--- config.mk ---
export PLATFORM = sky130hd
export DESIGN_NAME = fsm_cpu_periferico_link
export DESIGN_NICKNAME = d
export VERILOG_FILES = /design/src/rtl/fsm_cpu_periferico_link.sv
export SDC_FILE = /design/constraint.sdc
export NUM_CORES = 1
export LEC_CHECK = 0
export ABC_AREA = 1
export BUFFER_PORTS_ARGS = -buffer_cell sky130_fd_sc_hd__buf_2
export CAP_MARGIN = 20
export CORE_MARGIN = 10
export CORE_UTILIZATION = 43
export DETAILED_ROUTE_END_ITERATION = 7
export GPL_ROUTABILITY_DRIVEN = 0
export GPL_TIMING_DRIVEN = 0
export PLACE_DENSITY = 0.71
export SYNTH_ARGS = -nofsm -noshare
export SYNTH_HDL_FRONTEND = slang
export SYNTH_SLANG_ARGS = --single-unit
--- constraint.sdc ---
create_clock -name clk1 -period 0.95 [get_ports clk1]
set_input_delay 0.095 -clock clk1 [delete_from_list [all_inputs] [get_ports clk1]]
set_output_delay 0.095 -clock clk1 [all_outputs]
set_load 0.01 [all_outputs]
--- src/rtl/fsm_cpu_periferico_link.sv ---
// CPU-to-peripheral word link: a CPU-side FSM and a peripheral-side FSM on one clock,
// exchanging 2-bit words over a four-phase send/ack handshake, with an accepted-word counter.
module fsm_cpu_periferico_link (
  input  logic       clk1,
  input  logic       rst1,
  input  logic       cpuReq,
  input  logic [1:0] cpuData,
  output logic       cpuBusy,
  output logic       send,
  output logic [1:0] dataInput,
  output logic       ack,
  output logic [1:0] rxData,
  output logic       rxValid,
  output logic [7:0] rxCount
);

  typedef enum logic [1:0] {
    CPU_IDLE         = 2'b00,
    CPU_SEND         = 2'b01,
    CPU_WAIT_ACK_LOW = 2'b10
  } cpuState_t;

  typedef enum logic {
    PER_WAIT_SEND = 1'b0,
    PER_ACKED     = 1'b1
  } perState_t;

  cpuState_t  r_cpuState, w_cpuNext;
  perState_t  r_perState, w_perNext;
  logic       r_send, w_sendNext;
  logic [1:0] r_dataInput, w_dataNext;
  logic       r_ack, w_ackNext;
  logic [1:0] r_rxData, w_rxDataNext;
  logic       r_rxValid, w_rxValidNext;
  logic [7:0] r_rxCount, w_rxCountNext;

  always_ff @(posedge clk1 or negedge rst1) begin
    if (!rst1) begin
      r_cpuState  <= CPU_IDLE;
      r_send      <= 1'b0;
      r_dataInput <= 2'b00;
    end else begin
      r_cpuState  <= w_cpuNext;
      r_send      <= w_sendNext;
      r_dataInput <= w_dataNext;
    end
  end

  // The cycle in which ack is seen low again counts as reaching IDLE, so a held
  // request re-launches right there and keeps the 4-cycle word rate.
  always_comb begin
    w_cpuNext  = r_cpuState;
    w_sendNext = r_send;
    w_dataNext = r_dataInput;
    case (r_cpuState)
      CPU_IDLE: begin
        w_sendNext = 1'b0;
        if (cpuReq) begin
          w_dataNext = cpuData;
          w_sendNext = 1'b1;
          w_cpuNext  = CPU_SEND;
        end
      end
      CPU_SEND: begin
        w_sendNext = 1'b1;
        if (r_ack) begin
          w_sendNext = 1'b0;
          w_cpuNext  = CPU_WAIT_ACK_LOW;
        end
      end
      CPU_WAIT_ACK_LOW: begin
        w_sendNext = 1'b0;
        if (!r_ack) begin
          if (cpuReq) begin
            w_dataNext = cpuData;
            w_sendNext = 1'b1;
            w_cpuNext  = CPU_SEND;
          end else begin
            w_cpuNext  = CPU_IDLE;
          end
        end
      end
      default: begin
        w_sendNext = 1'b0;
        w_cpuNext  = CPU_IDLE;
      end
    endcase
  end

  always_ff @(posedge clk1 or negedge rst1) begin
    if (!rst1) begin
      r_perState <= PER_WAIT_SEND;
      r_ack      <= 1'b0;
      r_rxData   <= 2'b00;
      r_rxValid  <= 1'b0;
      r_rxCount  <= 8'd0;
    end else begin
      r_perState <= w_perNext;
      r_ack      <= w_ackNext;
      r_rxData   <= w_rxDataNext;
      r_rxValid  <= w_rxValidNext;
      r_rxCount  <= w_rxCountNext;
    end
  end

  // Capture happens only on the WAIT_SEND -> ACKED step, so a word is never taken twice.
  always_comb begin
    w_perNext     = r_perState;
    w_ackNext     = r_ack;
    w_rxDataNext  = r_rxData;
    w_rxValidNext = 1'b0;
    w_rxCountNext = r_rxCount;
    case (r_perState)
      PER_WAIT_SEND: begin
        w_ackNext = 1'b0;
        if (r_send) begin
          w_rxDataNext  = r_dataInput;
          w_ackNext     = 1'b1;
          w_rxValidNext = 1'b1;
          w_rxCountNext = r_rxCount + 8'd1;
          w_perNext     = PER_ACKED;
        end
      end
      PER_ACKED: begin
        w_ackNext = 1'b1;
        if (!r_send) begin
          w_ackNext = 1'b0;
          w_perNext = PER_WAIT_SEND;
        end
      end
      default: begin
        w_ackNext = 1'b0;
        w_perNext = PER_WAIT_SEND;
      end
    endcase
  end

  assign cpuBusy   = (r_cpuState != CPU_IDLE);
  assign send      = r_send;
  assign dataInput = r_dataInput;
  assign ack       = r_ack;
  assign rxData    = r_rxData;
  assign rxValid   = r_rxValid;
  assign rxCount   = r_rxCount;

endmodule

## Word level (Yosys, flattened, before mapping)

Cells that the tools add are included.
W data, S select, Z words.

- Bits in registers: 17
- Latch bits: 0
- RAM bits: 0
- Memory bits (read-only): 0
- Input bits: 5
- Memories: 0

- Add/subtract/negate cells: 1
- Multipliers: 0
- Div/mod/pow operators: 0
- Order comparisons: 0
- Equality and inequality tests: 5
- Shift operators: 0
- Multiplexer cells: 14
- Bitwise gates (word level): 1
- Reductions and logical operators: 6

Operator list:

| operator | number |
|---|---|
| $mux W2 | 5 |
| $add A8 B1 Y8 const B | 1 |
| $mux W1 | 6 |
| $ne A2 B2 Y1 const B | 3 |
| $pmux W2 S3 | 1 |
| $pmux W2 S2 | 1 |
| $reduce_and A2 Y1 | 2 |
| $reduce_bool A2 Y1 | 2 |
| $pmux W1 S3 | 1 |
| $reduce_and A3 Y1 | 1 |
| $eq A2 B1 Y1 const B | 1 |
| $eq A2 B2 Y1 const B | 1 |
| $logic_not A2 Y1 | 1 |
| $not A1 Y1 | 1 |

## Longest topological paths before layout

- Depth after elaboration: 3
- Gate-level depth with buffers: 7
- Mapped depth without buffers: 7

## Least setup slack after synthesis

OpenSTA, ideal clock, no wires.

- Kind: reg2reg
- Start: register r_rxCount[0], in the netlist rxCount[0]
- End: register r_rxCount[6], in the netlist rxCount[6]
- Library setup time: 113 ps
- Arrival time: 997 ps
- Data required time: 837 ps
- Setup slack: -160 ps
- Cell stages (with the launch flop): 7
- Buffers on the path: 0
- Clock period less this slack: 1,110 ps
- Cells stage by stage: dfrtp_1 ha_1 nand3_2 nor2_4 nand3_1 nand2_1 inv_1

- Word-level cells in the longest chain between the ends: 1

RTL lines:

| what | line | text |
|---|---|---|
| from (decl) | 35 | `logic [7:0] r_rxCount, w_rxCountNext;` |
| from (signal assigned) | 102 | `r_rxCount <= w_rxCountNext;` |
| $add A8 B1 Y8 | 120 | `w_rxCountNext = r_rxCount + 8'd1;` |

No other way between the ends.
A chain may end at the register's enable or synchronous reset.

## Final worst setup path

- Start: register r_cpuState[0]
- End: output port cpuBusy

- Word-level cells in the longest chain between the ends: 1

RTL lines:

| what | line | text |
|---|---|---|
| from (decl) | 28 | `cpuState_t r_cpuState, w_cpuNext;` |
| from (signal assigned) | 43 | `r_cpuState <= w_cpuNext;` |
| $reduce_bool A2 Y1 | 138 | `assign cpuBusy = (r_cpuState != CPU_IDLE);` |
| to (decl) | 8 | `output logic cpuBusy,` |

No other way between the ends.

==> metrics <==
CTS Sinks 17; Worst Tran Pin Value 0.380 ns; Fill cells 121; dpl cell area 843 sq um; Final Max Slew Viols 0; r2r setup slk -0.12 ns; largest fanout on the critical path 3; status finished with violations; Tot GR Track Use 9.82%; initial DRC count 7; Worst EP arrival 0.98 ns; Placeable Area 1540 sq um; R2R Path Start ack; fin crit share 114%; maxcap violations 0; Post-Synth Simple-Gate Area 22.6%; Clock Skew 0.000513 ns; Hold EP dataInput[1]; Reg area 429 sq um; final setup violation count 16; multiplexer share of the synthesized area 0%; Overflow after GRT 0; DP HPWL 1070 um; largest net degree at the start of global routing 18; CTS tree done; Pwr Total 3510 uW; Die Wd 60.9 um; pre-CTS setup slack -0.154 ns; largest family of logic cells by synthesized area simple AND/OR/NAND/NOR gates; Rel. slew slack 74.7%; row cnt 14; Initial Util 46.8%; post-route minimum period 1.08 ns; DR WL/cell 13.2 um; post-route ant nets 0; Synth Area in XOR/XNOR 4.86%; Worst Hold Class input port to register; unrepaired setup endpoints after global routing true; initial antenna violation count 0; H-tree depth 1; first-pass GRT wire length 2750 um; R2R Path End rxCount[7]; failing checks setup timing; fmax 0.927 GHz; Multi-input gate area 320 sq um; Hold Path Stages 3; final hold violation count 0; drt pass-1 iters 4; Synth Warn # 0; Port-buffer cells 20; full die area 3710 sq um; Clk pin slew, worst setup/hold paths 0.10 ns; Worst setup EP type output pin; Synth Area in Adders 1.74%; Num CTS Buffers 3; Worst-Skew Late Latency 0.28 ns; share of layout cells above drive strength 1 45.5%; nets@finish 119; critical path class register to output pin; Synth-to-Final Area Change 51.6%; post-route design area 1090 sq um; vias in the first global route 593; area fraction in compound gates after synthesis 5.56%; Worst Setup Slack, final -0.129 ns; FF+latch count, synth 17; vias per std cell 4.77; Startpoint Class register; Syn Area/Cell 9.61 sq um; Pleak 0.000586 uW; total inserted antenna cells 0; gate count after technology mapping 75; peak supply drop 0.00192 V; CTS Buffer Depth 2; drt total wl 1690 um; Cell Area, Synth 721 sq um; Vias 610; PwrDens 3210 nW/um^2; Root Buffer Master clkbuf_4; Worst Hold Launch cpuData[1]; syn nets 81; drc violations 0; synth unique cells 15; Reg2Reg Depth 6; Seq/Total Area, Yosys 59.0%; Final Util 70.9%; worst path required time 0.85 ns; Sum Neg Setup Slack -1.04 ns; die height 60.9 um; I/O Pins 21
## report_power, final
group / switching [uW] / leakage [uW] / internal (uW) / total, uW
sequential: 321 / 0.000208 / 1040 / 1360
combinational: 863 / 0.000362 / 903 / 1770
clock: 218 / 0.0000150 / 163 / 381
## repair_timing
item | CTS | global route
pin swaps | 10 | 5
hold buffers | 1 | 0
setup endpoints to repair | 22 | 25
endpoints found under the hold margin | 17 | 0
resized for setup | 20 | 5
setup buffers | 8 | 4
## kinds of logic (layout without fill, tap and decap cells)
group | after synthesis | count (layout)
DFF | 17 | 17
buffers and inverters | 12 | 49
and+or+nand+nor | 34 | 34
xor gates and xnor gates | 4 | 4
AOI/OAI and AO/OA | 7 | 7
adders and majority gates | 1 | 1
## flip-flops by register name, indices dropped and copies added (netlist names)
register and flops:
dataInput 2, rxValid 1, ack 1, rxCount 8, send 1, r_cpuState 2, rxData 2
## synth_stat cells
cell type | number | share of area (%)
xnor2_1 | 2 | 2.4
nand3b_1 | 1 | 1.0
nand3_1 | 3 | 2.1
ha_1 | 1 | 1.7
nand3_2 | 2 | 2.8
xor2_1 | 2 | 2.4
nor2_4 | 2 | 3.1
inv_1 | 11 | 5.7
o21ai_0 | 2 | 1.4
inv_2 | 1 | 0.52
o31ai_1 | 2 | 2.1
nand2_1 | 22 | 11
nor2_1 | 4 | 2.1
dfrtp_1 | 17 | 59
a21oi_1 | 3 | 2.1
## how the worst max path moves through the flow
stage,from,end,slack (ns),cells past startpoint
final,r_cpuState[0],cpuBusy,-0.13,3
after global routing,r_cpuState[0],cpuBusy,-0.21,3
after CTS,r_cpuState[0],cpuBusy,-0.14,3
after detailed placement,rxCount[0],rxCount[6],-0.15,6
after global placement,rxCount[0],rxCount[6],-0.13,6
after floorplan,rxCount[1],rxCount[6],-0.12,6
## layout by cell type, fill, tap and decap left out, types with 3 or more instances in the layout
cell,synthesis,final
clkbuf_4,0,3
nand3_4,0,3
buf_6,0,9
nand2_1,22,19
dfrtp_1,17,14
a21oi_1,3,3
nor2_1,4,3
buf_2,0,14
dfrtp_2,0,3
buf_4,0,9
inv_1,11,11
## layout make-up
type | count | area share [%]
Timing Repair Buffer | 33 | 22.8
Tap cell | 16 | 1.83
Inverter | 12 | 4.35
Sequential cell | 17 | 39.3
Clock buffer | 4 | 2.41
Multi-Input combinational cell | 46 | 29.3
## critical path, cell delays in order (launching register included)
cell	delay, ns
dfrtp_1	0.41
nor2_1	0.10
inv_1	0.07
buf_6	0.12
## stage by stage
| step | std cells | hold WS (ns) |
|---|---|---|
| 2_1_floorplan | 75 | -0.201 |
| 3_5_place_dp | 111 | 0.0380 |
| 6_report | 128 | 0.0590 |
| 4_1_cts | 124 | 0.0423 |
| 3_3_place_gp | 111 | 0.0316 |
| 5_1_grt | 128 | 0.0667 |
## per-layer routing
layer | share of wire (%) | track usage [%] | vias up | routed length, um
met5 | 0 | 0 | - | 0
met4 | 0.83 | 4.70 | 0 | 14
met3 | 5.7 | 3.55 | 2 | 97
met2 | 54 | 15.9 | 11 | 918
met1 | 39 | 11.2 | 290 | 661
li1 | - | - | 307 | -
Note: power is estimated with default switching activity, not from simulation.
